$ cat src/rtl/audio_mixer_if.sv
// rtl/audio_mixer_if.sv - sound-source inputs and stereo sample outputs of audio_mixer
interface audio_mixer_if #(
  parameter int CHIPS = 2,
  parameter int IN_W  = 12,
  parameter int OUT_W = 16
);
  logic                  strobe;
  logic                  mic;
  logic                  ear;
  logic                  speaker;
  logic [1:0]            mode;
  logic [CHIPS*IN_W-1:0] a;
  logic [CHIPS*IN_W-1:0] b;
  logic [CHIPS*IN_W-1:0] c;
  logic [7:0]            dac;
  logic [OUT_W-1:0]      left;
  logic [OUT_W-1:0]      right;
  logic                  valid;
  logic                  busy;

  modport master (
    output strobe, mic, ear, speaker, mode, a, b, c, dac,
    input  left, right, valid, busy
  );

  modport slave (
    input  strobe, mic, ear, speaker, mode, a, b, c, dac,
    output left, right, valid, busy
  );
endinterface

$ cat src/rtl/audio_mixer.sv
// rtl/audio_mixer.sv - time-multiplexed stereo mixer: ULA bits, CHIPS AY/YM chips and 8-bit DAC
// Optional DC blocker with signed output when AUDIO_MIXER_DCBLOCK_EN is defined.
module audio_mixer #(
  parameter int CHIPS = 2,
  parameter int IN_W  = 12,
  parameter int OUT_W = 16,
  parameter int DC_K  = 10
) (
  input logic         clock,
  input logic         reset,
  audio_mixer_if.slave bus
);
  localparam int ACC_W = IN_W + 4 + $clog2(CHIPS + 1);
  localparam int IDX_W = $clog2(CHIPS + 1);
  localparam int SUM_W = (ACC_W > OUT_W) ? ACC_W : OUT_W + 1;

  typedef enum logic [2:0] {IDLE, LOAD, ACC, FIX, SAT, DC} state_t;

  state_t                state;
  logic [IDX_W-1:0]      idx;
  logic [ACC_W-1:0]      acc_l, acc_r;
  logic                  s_mic, s_ear, s_speaker;
  logic [1:0]            s_mode;
  logic [CHIPS*IN_W-1:0] s_a, s_b, s_c;
  logic [7:0]            s_dac;

  logic [IN_W-1:0]  ch_a, ch_b, ch_c;
  logic [ACC_W-1:0] ea, eb, ec, add_l, add_r, fix;
  logic [7:0]       ula_level;
  logic [SUM_W-1:0] sum_l, sum_r;

  function automatic logic [OUT_W-1:0] clamp(input logic [SUM_W-1:0] s);
    if (|s[SUM_W-1:OUT_W]) return {OUT_W{1'b1}};
    return s[OUT_W-1:0];
  endfunction

  always_comb begin
    ch_a = s_a[int'(idx)*IN_W +: IN_W];
    ch_b = s_b[int'(idx)*IN_W +: IN_W];
    ch_c = s_c[int'(idx)*IN_W +: IN_W];
    ea   = ACC_W'(ch_a);
    eb   = ACC_W'(ch_b);
    ec   = ACC_W'(ch_c);
    case (s_mode)
      2'd0:    begin add_l = (ea << 1) + eb; add_r = (ec << 1) + eb; end
      2'd1:    begin add_l = (ea << 1) + ec; add_r = (eb << 1) + ec; end
      default: begin add_l = ea + eb + ec;   add_r = ea + eb + ec;   end
    endcase
  end

  // Perceptual ULA level table, indexed by {speaker, ear, mic}
  always_comb begin
    case ({s_speaker, s_ear, s_mic})
      3'd0:    ula_level = 8'h00;
      3'd1:    ula_level = 8'h24;
      3'd2:    ula_level = 8'h40;
      3'd3:    ula_level = 8'h64;
      3'd4:    ula_level = 8'hB8;
      3'd5:    ula_level = 8'hC0;
      3'd6:    ula_level = 8'hF8;
      default: ula_level = 8'hFF;
    endcase
    fix   = (ACC_W'(ula_level) << (IN_W - 10)) + (ACC_W'(s_dac) << (IN_W - 8));
    sum_l = SUM_W'(acc_l + fix);
    sum_r = SUM_W'(acc_r + fix);
  end

`ifdef AUDIO_MIXER_DCBLOCK_EN
  localparam int Y_W = OUT_W + 3;

  logic [OUT_W-1:0]        x_l, x_r, xp_l, xp_r;
  logic signed [OUT_W-1:0] yp_l, yp_r, y_l, y_r;

  // y = x - x_prev + y_prev - (y_prev >>> DC_K), saturated to signed OUT_W
  function automatic logic signed [OUT_W-1:0] dc_step(
    input logic [OUT_W-1:0] x, input logic [OUT_W-1:0] xp, input logic signed [OUT_W-1:0] yp);
    logic signed [Y_W-1:0] y;
    logic signed [OUT_W-1:0] yk;
    yk = yp >>> DC_K;
    y  = signed'(Y_W'(x)) - signed'(Y_W'(xp)) + {{3{yp[OUT_W-1]}}, yp} - {{3{yk[OUT_W-1]}}, yk};
    if (y > signed'(Y_W'({1'b0, {(OUT_W-1){1'b1}}}))) return {1'b0, {(OUT_W-1){1'b1}}};
    if (y < -signed'(Y_W'({1'b1, {(OUT_W-1){1'b0}}}))) return {1'b1, {(OUT_W-1){1'b0}}};
    return y[OUT_W-1:0];
  endfunction

  always_comb begin
    y_l = dc_step(x_l, xp_l, yp_l);
    y_r = dc_step(x_r, xp_r, yp_r);
  end
`endif

  always_ff @(posedge clock) begin
    if (reset) begin
      state     <= IDLE;
      idx       <= '0;
      acc_l     <= '0;
      acc_r     <= '0;
      s_mic     <= 1'b0;
      s_ear     <= 1'b0;
      s_speaker <= 1'b0;
      s_mode    <= 2'd0;
      s_a       <= '0;
      s_b       <= '0;
      s_c       <= '0;
      s_dac     <= 8'd0;
      bus.left  <= '0;
      bus.right <= '0;
      bus.valid <= 1'b0;
      bus.busy  <= 1'b0;
`ifdef AUDIO_MIXER_DCBLOCK_EN
      x_l  <= '0;
      x_r  <= '0;
      xp_l <= '0;
      xp_r <= '0;
      yp_l <= '0;
      yp_r <= '0;
`endif
    end else begin
      case (state)
        IDLE: begin
          bus.valid <= 1'b0;
          if (bus.strobe) begin
            state    <= LOAD;
            bus.busy <= 1'b1;
          end
        end
        LOAD: begin
          s_mic     <= bus.mic;
          s_ear     <= bus.ear;
          s_speaker <= bus.speaker;
          s_mode    <= bus.mode;
          s_a       <= bus.a;
          s_b       <= bus.b;
          s_c       <= bus.c;
          s_dac     <= bus.dac;
          acc_l     <= '0;
          acc_r     <= '0;
          idx       <= '0;
          state     <= ACC;
        end
        ACC: begin
          acc_l <= acc_l + add_l;
          acc_r <= acc_r + add_r;
          idx   <= idx + 1'b1;
          if (idx == IDX_W'(CHIPS - 1)) state <= FIX;
        end
        FIX: begin
`ifdef AUDIO_MIXER_DCBLOCK_EN
          x_l <= clamp(sum_l);
          x_r <= clamp(sum_r);
`else
          bus.left  <= clamp(sum_l);
          bus.right <= clamp(sum_r);
          bus.valid <= 1'b1;
          bus.busy  <= 1'b0;
`endif
          state <= SAT;
        end
        SAT: begin
`ifdef AUDIO_MIXER_DCBLOCK_EN
          bus.left  <= y_l;
          bus.right <= y_r;
          xp_l      <= x_l;
          xp_r      <= x_r;
          yp_l      <= y_l;
          yp_r      <= y_r;
          bus.valid <= 1'b1;
          bus.busy  <= 1'b0;
          state     <= DC;
`else
          bus.valid <= 1'b0;
          state     <= IDLE;
`endif
        end
        DC: begin
          bus.valid <= 1'b0;
          state     <= IDLE;
        end
        default: state <= IDLE;
      endcase
    end
  end
endmodule

$ cat src/flat_wrapper.sv
// flat-port wrapper written by rule: the top's interface ports become plain ports
module audio_mixer_flat 
#(
  parameter int CHIPS = 2,
  parameter int IN_W  = 12,
  parameter int OUT_W = 16,
  parameter int DC_K  = 10
)
  (clock, reset, bus_strobe, bus_mic, bus_ear, bus_speaker, bus_mode, bus_a, bus_b, bus_c, bus_dac, bus_left, bus_right, bus_valid, bus_busy);
  audio_mixer_if #(.CHIPS(CHIPS), .IN_W(IN_W), .OUT_W(OUT_W)) bus_i ();
  input logic clock;
  input logic reset;
  input wire logic [$bits(bus_i.strobe)-1:0] bus_strobe;
  input wire logic [$bits(bus_i.mic)-1:0] bus_mic;
  input wire logic [$bits(bus_i.ear)-1:0] bus_ear;
  input wire logic [$bits(bus_i.speaker)-1:0] bus_speaker;
  input wire logic [$bits(bus_i.mode)-1:0] bus_mode;
  input wire logic [$bits(bus_i.a)-1:0] bus_a;
  input wire logic [$bits(bus_i.b)-1:0] bus_b;
  input wire logic [$bits(bus_i.c)-1:0] bus_c;
  input wire logic [$bits(bus_i.dac)-1:0] bus_dac;
  output wire logic [$bits(bus_i.left)-1:0] bus_left;
  output wire logic [$bits(bus_i.right)-1:0] bus_right;
  output wire logic [$bits(bus_i.valid)-1:0] bus_valid;
  output wire logic [$bits(bus_i.busy)-1:0] bus_busy;
  assign bus_i.strobe = bus_strobe;
  assign bus_i.mic = bus_mic;
  assign bus_i.ear = bus_ear;
  assign bus_i.speaker = bus_speaker;
  assign bus_i.mode = bus_mode;
  assign bus_i.a = bus_a;
  assign bus_i.b = bus_b;
  assign bus_i.c = bus_c;
  assign bus_i.dac = bus_dac;
  assign bus_left = bus_i.left;
  assign bus_right = bus_i.right;
  assign bus_valid = bus_i.valid;
  assign bus_busy = bus_i.busy;
  audio_mixer #(.CHIPS(CHIPS), .IN_W(IN_W), .OUT_W(OUT_W), .DC_K(DC_K)) u_core (.clock(clock), .reset(reset), .bus(bus_i));
endmodule
$ cat config.mk
export PLATFORM = sky130hd
export DESIGN_NAME = audio_mixer_flat
export DESIGN_NICKNAME = d
export VERILOG_FILES = /design/src/rtl/audio_mixer_if.sv /design/src/rtl/audio_mixer.sv /design/src/flat_wrapper.sv
export SDC_FILE = /design/constraint.sdc
export NUM_CORES = 1
export LEC_CHECK = 0
export CORE_MARGIN = 2
export CORE_UTILIZATION = 59
export DETAILED_ROUTE_END_ITERATION = 10
export DONT_BUFFER_PORTS = 1
export PLACE_DENSITY_LB_ADDON = 0.25
export SYNTH_ARGS = -nofsm -noshare
export SYNTH_HDL_FRONTEND = slang
export SYNTH_SLANG_ARGS = --single-unit
$ cat constraint.sdc
create_clock -name clock -period 6.4 [get_ports clock]
set_clock_uncertainty 0.2 [all_clocks]
set_input_delay 0.64 -clock clock [delete_from_list [all_inputs] [get_ports clock]]
set_output_delay 0.64 -clock clock [all_outputs]
set_load 0.01 [all_outputs]
After elaboration in Yosys (flattened, before gate mapping):

Cells that the tools add are included.

* flip-flop bits (word level): 160
* bits of input ports: 88
* output and inout port bits: 34
* word-level logic and storage cells: 80

* add/subtract/negate cells: 12
* multipliers: 1
* equal/unequal tests: 15
* shift operators: 3
* muxes and demuxes: 22
* reduce and logical (&&, ||, !) cells: 11

Operators with widths (number)
* $pmux 18 s2: 4
* $add 18x18->18: 4
* $mux 16: 4
* $shiftx 24x32->12: 2
* $add 13x12->14: 4
* $pmux 8 s7: 1
* $shiftx 24x7->12: 1
* $add 18x12->18: 1
* $eq 3x3->1 const B: 5
* $add 10x12->13: 1
* $add 12x12->13: 1
* $eq 3x2->1 const B: 4
* $pmux 3 s4: 1
* $mux 1: 7
* $eq 3x1->1 const B: 2
* $logic_not 3->1: 2
* $mux 3: 2
* $reduce_bool 2->1: 3
* $eq 2x1->1 const B: 2
* $mul 2x2->4 const B: 1
* $pmux 1 s2: 2
* $pmux 2 s2: 1
* $reduce_and 2->1: 2
* $reduce_or 2->1: 2
* 5 further kinds: 5

Logic depth before layout (Yosys ltp):

* word-level depth: 9
* gate-level depth with buffers: 32
* mapped depth without buffers: 26

Worst setup path after synthesis:

No wires, ideal clock.

* path kind: register -> register
* start point: register u_core.idx[0]
* end point: register u_core.acc_r[15]
* setup time: 0.065 ns
* arrival: 6.004 ns
* data required time: 6.135 ns
* path slack: 0.131 ns
* stages on the path, launching flop included: 30
* buffers on the path: 6
* period minus slack after synthesis: 6.269 ns
* path through: dfxtp_1 > buf_6 > buf_6 > buf_2 > buf_2 > buf_2 > buf_2 > mux2i_1 > nor2_1 > ha_1 > ha_1 > a311o_1 > and2_1 > ha_1 > a21o_1 > a21oi_1 > o21bai_1 > a21oi_1 > o21bai_1 > a41o_1 > o41ai_1 > xnor2_1 > a221oi_2 > ha_1 > or3_1 > o21ai_0 > nor2_1 > nand3_1 > mux2_2 > nor2_1

* cells in the longest elaborated chain, start to end: 7
* elaborated cells on any way between the ends: 11
* classes of those cells: add/sub (5); mul (1); shift (3); mux (2)

Ends and longest elaborated chain
* from (decl): line audio_mixer.sv:20 `logic [IDX_W-1:0] idx;`
* from (signal assigned): line audio_mixer.sv:144 `idx <= idx + 1'b1;`
* $mul 2x2->4 (*): line audio_mixer.sv:38, audio_mixer.sv:39, audio_mixer.sv:40
* $shiftx 24x7->12 or $shiftx 24x32->12 (tied branches): line audio_mixer.sv:38, audio_mixer.sv:39
* $add 12x12->13: line audio_mixer.sv:47 `default: begin add_l = ea + eb + ec; add_r = ea + eb + ec; end`
* $add 18x12->18: line audio_mixer.sv:47
* $pmux 18 s2 (*): line audio_mixer.sv:44 `case (s_mode)`
* $add 18x18->18 (*): line audio_mixer.sv:143 `acc_r <= acc_r + add_r;`
* $pmux 18 s2 (*): line audio_mixer.sv:119 `case (state)`
* to (signal assigned): line audio_mixer.sv:143
* to (decl): line audio_mixer.sv:21 `logic [ACC_W-1:0] acc_l, acc_r;`

Every way passes the cells marked *; elsewhere a longest branch is shown, timed or not.
A chain may end at the register's enable or synchronous reset.

Worst setup path in the final report:

* start point: register u_core.idx[0]
* end point: register u_core.acc_r[17]

Same word-level chain as after synthesis.

==> impl_metrics.toml <==
[run_status]
status = "finished, final reports clean"

[detailed_routing]
totalWireLength_um = 30100
vias = 10515
drcViolationCount = 0
first_pass_iters = 7
dr.first_iter.drc_count = 656
wl_per_cell_um = 17.2
drt.antenna.violating_nets = 0
via_per_inst = 5.99

[floorplan]
die-width_um = 145
initial_core_util_pct = 60.4
std_cell_rows = 51
die_h_um = 145
io_pins = 122
core_area_mm2 = 0.0195
die_area_mm2 = 0.0211

[cts]
cts_tree = "built"
clkLatencyLatePin_ps = 440
cts_max_path_buffers = 2
h-tree-depth = 4
cts_sinks = 160
cts-buffers-inserted = 17
cts_root_buffer = "clkbuf_16"
clkTransAtPathRegs_ps = 70

[worst_setup_path]
r2r_start = "u_core.idx[0]"
start_kind = "flop"
crit_chain = "buf_4 > mux2i_2 > nor2_4 > xnor2_1 > a2111oi_1 > a221oi_1 > o21a_1 > a21oi_1 > xor2_1 > ha_1 > nand3_1 > nand2_1 > a41o_1 > o41ai_1 > xnor2_1 > a221oi_2 > ha_1 > or3_1 > o21ai_0 > nor2_1 > nand3_1 > mux2_2 > nor2_1"
critPathKind = "reg -> reg"
path_max_fanout = 19
path_delay_family = "compound AO/OA/AOI/OAI gates"
reg2regPathDepth = 23
cp_num_buf_inv = 1
crit_path_end = "u_core.acc_r[17]"
cp_data_required_time_ps = 6580
max_stage_delay_ps = 490
r2r-end = "u_core.acc_r[17]"
crit_arrival_ps = 6140
crit_start = "u_core.idx[0]"
rrSetupSlack_ps = 430
crit_slowest_cell = "dfxtp_4"
cp-end-kind = "flop"
crit_cells = 23

[global_route]
gr-total-overflow = 0
grt_pass1_wl_um = 49300
grt_max_degree = 164
grt_antenna_before_repair = 0
grt_use_total_pct = 28.2
grt_pass1_vias = 10018

[sta]
period_minus_slack_ps = 5970
relSlewSlack_pct = 27.3
hold_viol = 0
setup_ws_ps = 432
rsz0062_at_grt = "no"
final_max_slew_viol_count = 0
fmax_mhz = 168
fin_crit_sh_pct = 93.2
setup-tns-final_ps = 0
setup-violations-final = 0
tightestPinTransition_ps = 1090

[power_and_ir_drop]
switching_share_pct = 32.7
power_leakage_nw = 5.27
pwr-share-seq_pct = 40.8
combPwrFrac_pct = 20.3
clkPwrFrac_pct = 38.9
power_density_mw_per_mm2 = 211
power.switching_mw = 0.864
ir_drop_mv = 0.230
p_int_mw = 1.78

[synth]
synth-edff-count = 0
synth_nets = 1730
synthArstFlopShare_pct = 0
yosysSeqAreaShare_pct = 27.1
ys_ff_latch = 160
avgSynthCellArea_um2 = 7.75
synthFlopType = "dfxtp_1"
syn_inst = 1522
syn-cell-area_mm2 = 0.0118
ys_warn_count = 0
yosysUniqueCellTypes = 79

[final_layout]
syn_to_final_growth_pct = 6.20
n_antenna_cell = 0
drive_above_1_share_pct = 6.04
final_util_pct = 64.2
nets = 1685
final_area_mm2 = 0.0125
fill_cells = 1710
fin_cells = 1755

[flow_run]
drv_cap = 0

[placement]
place_congestion = 0.927
postPlaceCellArea_mm2 = 0.0119
dp_cells = 1723
port_buffers = 0
post-dp-hpwl_um = 22900
preCtsSetupSlack_ps = 433

[worst_hold_path]
hold_class = "in -> reg"
-- cell families after synthesis --
logic type      count (synthesis)  share of synthesized area, %
flops                         160                          27.1
fa+ha+maj                     122                          13.4
compound gates                401                          22.9
mux                            49                          4.26
xor+xnor                      103                          7.64
simple gates                  571                          20.7
buf+inv                       116                          3.98
-- layer usage --
layer	up-vias	GRT usage (%)	routed length, µm
li1	5271	-	-
met1	4853	34.8	13300
met2	313	47.7	14000
met3	78	5.05	1510
met4	0	13.0	1310
met5	-	0	0
-- worst reg2reg max path, delay by kind of cell (launching register included) --
kind	cells	cell delay, ps
compound gates	8	2120
xor+xnor	3	570
fa+ha+maj	2	620
buf+inv	1	300
flops	1	490
mux	2	670
simple gates	7	940
-- synth_stat cells (16+ instances only) --
library cell,n,area [µm²]
mux2i_1,41,410
nor3_1,35,175
xnor2_1,60,526
nand2_1,270,1010
clkbuf_1,60,225
a311oi_2,16,240
xor2_1,43,377
nand3_1,23,115
ha_1,112,1400
dfxtp_1,160,3200
a21oi_1,166,831
o21ai_0,43,215
nor2_1,165,619
a22oi_1,22,165
nand2b_1,17,106
inv_1,39,146
a21o_1,30,225
-- what timing repair did --
| action | in CTS | in global routing |
|---|---|---|
| resized for setup | 0 | 1 |
| buffers inserted | 0 | 0 |
| setup endpoints to repair | 0 | 2 |
| hold buffers | 0 | 0 |
-- per-stage QoR --
step / power, mW / hold slack (ps)
detailed placement: 1.62 / 240
CTS: 2.65 / 48.8
global route: 2.75 / 47.0
finish: 2.64 / 63.8
floorplan: 1.52 / 236
global placement: 1.61 / 237
-- layout make-up --
cell class	instances	area (µm²)	area share, %
repair buffers	12	90.1	0.719
multi-input cells	1246	8140	65.0
flip-flops and latches	160	3210	25.6
inverters	40	150	1.20
well taps	265	332	2.65
clock inverters	15	186	1.49
clock buffers	17	425	3.39
-- flip-flops by register name, summed over array words and instances (netlist names) --
signal,flops
u_core.bus.valid,1
u_core.s_dac,8
u_core.bus.left,16
u_core.s_a,24
u_core.s_mode,2
u_core.s_ear,1
u_core.bus.right,16
u_core.acc_r,18
u_core.s_speaker,1
u_core.s_c,24
u_core.bus.busy,1
u_core.idx,2
u_core.acc_l,18
u_core.state,3
u_core.s_mic,1
u_core.s_b,24
-- placed cells by master, fill, tap and decap left out, types with 12 or more instances in the layout --
cell / netlist / routed
a21o_1: 30 / 30
xor2_1: 43 / 43
nor3_1: 35 / 35
o21ai_1: 14 / 14
a21oi_1: 166 / 166
ha_1: 112 / 112
a22oi_1: 22 / 22
a311oi_2: 16 / 16
inv_1: 39 / 39
nand2_1: 270 / 270
nor2_1: 165 / 164
dfxtp_1: 160 / 159
nor2b_1: 13 / 12
o21ai_0: 43 / 43
nand2b_1: 17 / 16
clkbuf_16: 0 / 17
nand3_1: 23 / 23
xnor2_1: 60 / 60
buf_4: 1 / 12
a211oi_1: 13 / 13
mux2i_1: 41 / 41
-- how the worst min path moves through the flow --
| stage | from | end | depth (start not counted) | slack, ps |
|---|---|---|---|---|
| 2_1_floorplan | u_core.s_a[0] | u_core.s_a[0] | 2 | 240 |
| 3_3_place_gp | u_core.s_a[23] | u_core.s_a[23] | 2 | 240 |
| 3_5_place_dp | u_core.s_c[0] | u_core.s_c[0] | 2 | 240 |
| 4_1_cts | reset | u_core.s_dac[2] | 1 | 50 |
| 5_1_grt | reset | u_core.s_dac[2] | 1 | 50 |
| 6_report | reset | u_core.s_dac[2] | 1 | 60 |
-- power by group through the flow --
stage | Sequential [mW] | Clock [mW] | Combinational (mW)
after floorplan | 1.08 | 0 | 0.433
after detailed placement | 1.10 | 0 | 0.526
after CTS | 1.08 | 1.04 | 0.532
after global routing | 1.08 | 1.08 | 0.594
after global placement | 1.10 | 0 | 0.514
final | 1.08 | 1.03 | 0.537
(Power assumes the default switching activity.)
==> variant (same flow settings) <==
Add a define of `AUDIO_MIXER_DCBLOCK_EN`.
--- a/src/rtl/audio_mixer.sv
+++ b/src/rtl/audio_mixer.sv
@@ -1,5 +1,7 @@
 // rtl/audio_mixer.sv - time-multiplexed stereo mixer: ULA bits, CHIPS AY/YM chips and 8-bit DAC
 // Optional DC blocker with signed output when AUDIO_MIXER_DCBLOCK_EN is defined.
+`define AUDIO_MIXER_DCBLOCK_EN
+
 module audio_mixer #(
   parameter int CHIPS = 2,
   parameter int IN_W  = 12,
Check against the original RTL: not equivalent (Yosys sat finds a counterexample within 10 cycles, from zero or initial values and one cycle with reset high).
==> variant against the unedited design <==
Routed wire length increased by 46%; area after synthesis increased by 51%; total power increased by 110%; setup slack improved by 0.0053 ns; sequential cell count increased by 64; die area increased by 50%; clock power increased by 44%; final area increased by 52%; highest routed layer unchanged.
==> variant: results (changes against the unedited design) <==
| Metric | Value |
|---|---|
| Crit-path slowest cell | dfxtp_2 |
| CP Data Arrival Time | 6.19 ns (+0.05 ns) |
| Hold path startpoint | bus_a[9] |
| Vias in the first global route | 14752 (+47%) |
| GRT met1 Usage | 31.7% (-3.2 points) |
| Layout fillers | 2526 (+48%) |
| Largest cells by area after synthesis | dfxtp_1 25%, ha_1 14%, nand2_1 7.1%, a21oi_1 6.6%, nor2_1 4.8% |
| Commonest cells post-synth | 338 x nand2_1, 236 x a21oi_1, 228 x nor2_1 |
| Met2 usage | 49.2% (+1.5 points) |
| Final wirelength | 44.1 mm (+46%) |
| Ratio of cells with drive above 1 in the final layout | 5.92% (-0.12 points) |
| Total GRT Usage | 27.3% (-0.90 points) |
| Worst Max-Slew Pin Slew | 1.09 ns (-0.000434 ns) |
| Clk. pwr | 1.48 mW (+44%) |
| Setup WS pre-CTS | 0.505 ns (+0.0720 ns) |
| Cells after DPL | 2587 (+50%) |
| Status | finished clean |
| Seq pwr | 1.51 mW (+40%) |
| CTS Buffer Depth | 3 (+1) |
| Switching Fraction | 39.3% (+6.5 points) |
| DR vias | 15668 (+49%) |
| Post-Route M1 WL | 18.5 mm (+39%) |
| Iter 0 DRT Violations | 760 (+16%) |
| Max incr delay on CP | 0.55 ns (+0.06 ns) |
| Final min period | 5.96 ns (-0.00534 ns) |
| Peak VDD IR | 0.237 mV (+3.1%) |
| Crit-path max FO | 11 (-8) |
| DP HPWL | 33.1 mm (+44%) |
| Seq/Total Area, Yosys | 25.1% (-2.0 points) |
| DR WL/cell | 16.7 µm (-2.6%) |
| CP delay by family, top | compound AO/OA/AOI/OAI gates |
| Post-route DRC | 0 (unchanged) |
| Placement Cell Area | 18100 µm² (+52%) |
| Synth Area per Inst | 7.84 µm² (+1.1%) |
| CTS Buf Count | 25 (+8) |
| Yosys cell types | 76 (-3.8%) |
| Leak pwr | 7.88 nW (+50%) |
| RePlAce Congestion | 1.01 (+8.6%) |
| Largest net degree at the start of global routing | 148 (-9.8%) |
| WL met2 | 21.3 mm (+52%) |
| Combinational cell power | 2.55 mW (+370%) |
variant: layout make-up:
class                           instances  share of cell area, %
Clock buffer                           32                   3.75
Clock inverter                         14                  0.750
Inverter                              146                   2.88
Multi-Input combinational cell       1810                   65.4
Sequential cell                       224                   23.6
Tap cell                              390                   2.57
Timing Repair Buffer                   21                   1.04
variant: cells by family after synthesis:
group | after synthesis | synth area share [%]
AND/OR/NAND/NOR | 791 | 19.4
flip-flops | 224 | 25.1
XOR/XNOR | 131 | 6.43
buffers and inverters | 243 | 5.32
AO/OA/AOI/OAI | 589 | 21.8
multiplexers | 63 | 3.64
adder cells (fa/ha/maj) | 236 | 18.3
variant: repair_timing:
item,CTS,global route
hold buffers,2,2
endpoints found under the setup margin,0,4
gates resized for setup,0,1
hold endpoints to repair,147,10
variant: path summary, 6_finish.rpt:
kind / end / cells after the start
setup / recovery: u_core.acc_r[17] / 24
hold / removal: u_core.s_a[9] / 2
setup reg to reg: u_core.acc_r[17] / 24
hold reg to reg: u_core.xp_l[15] / 2
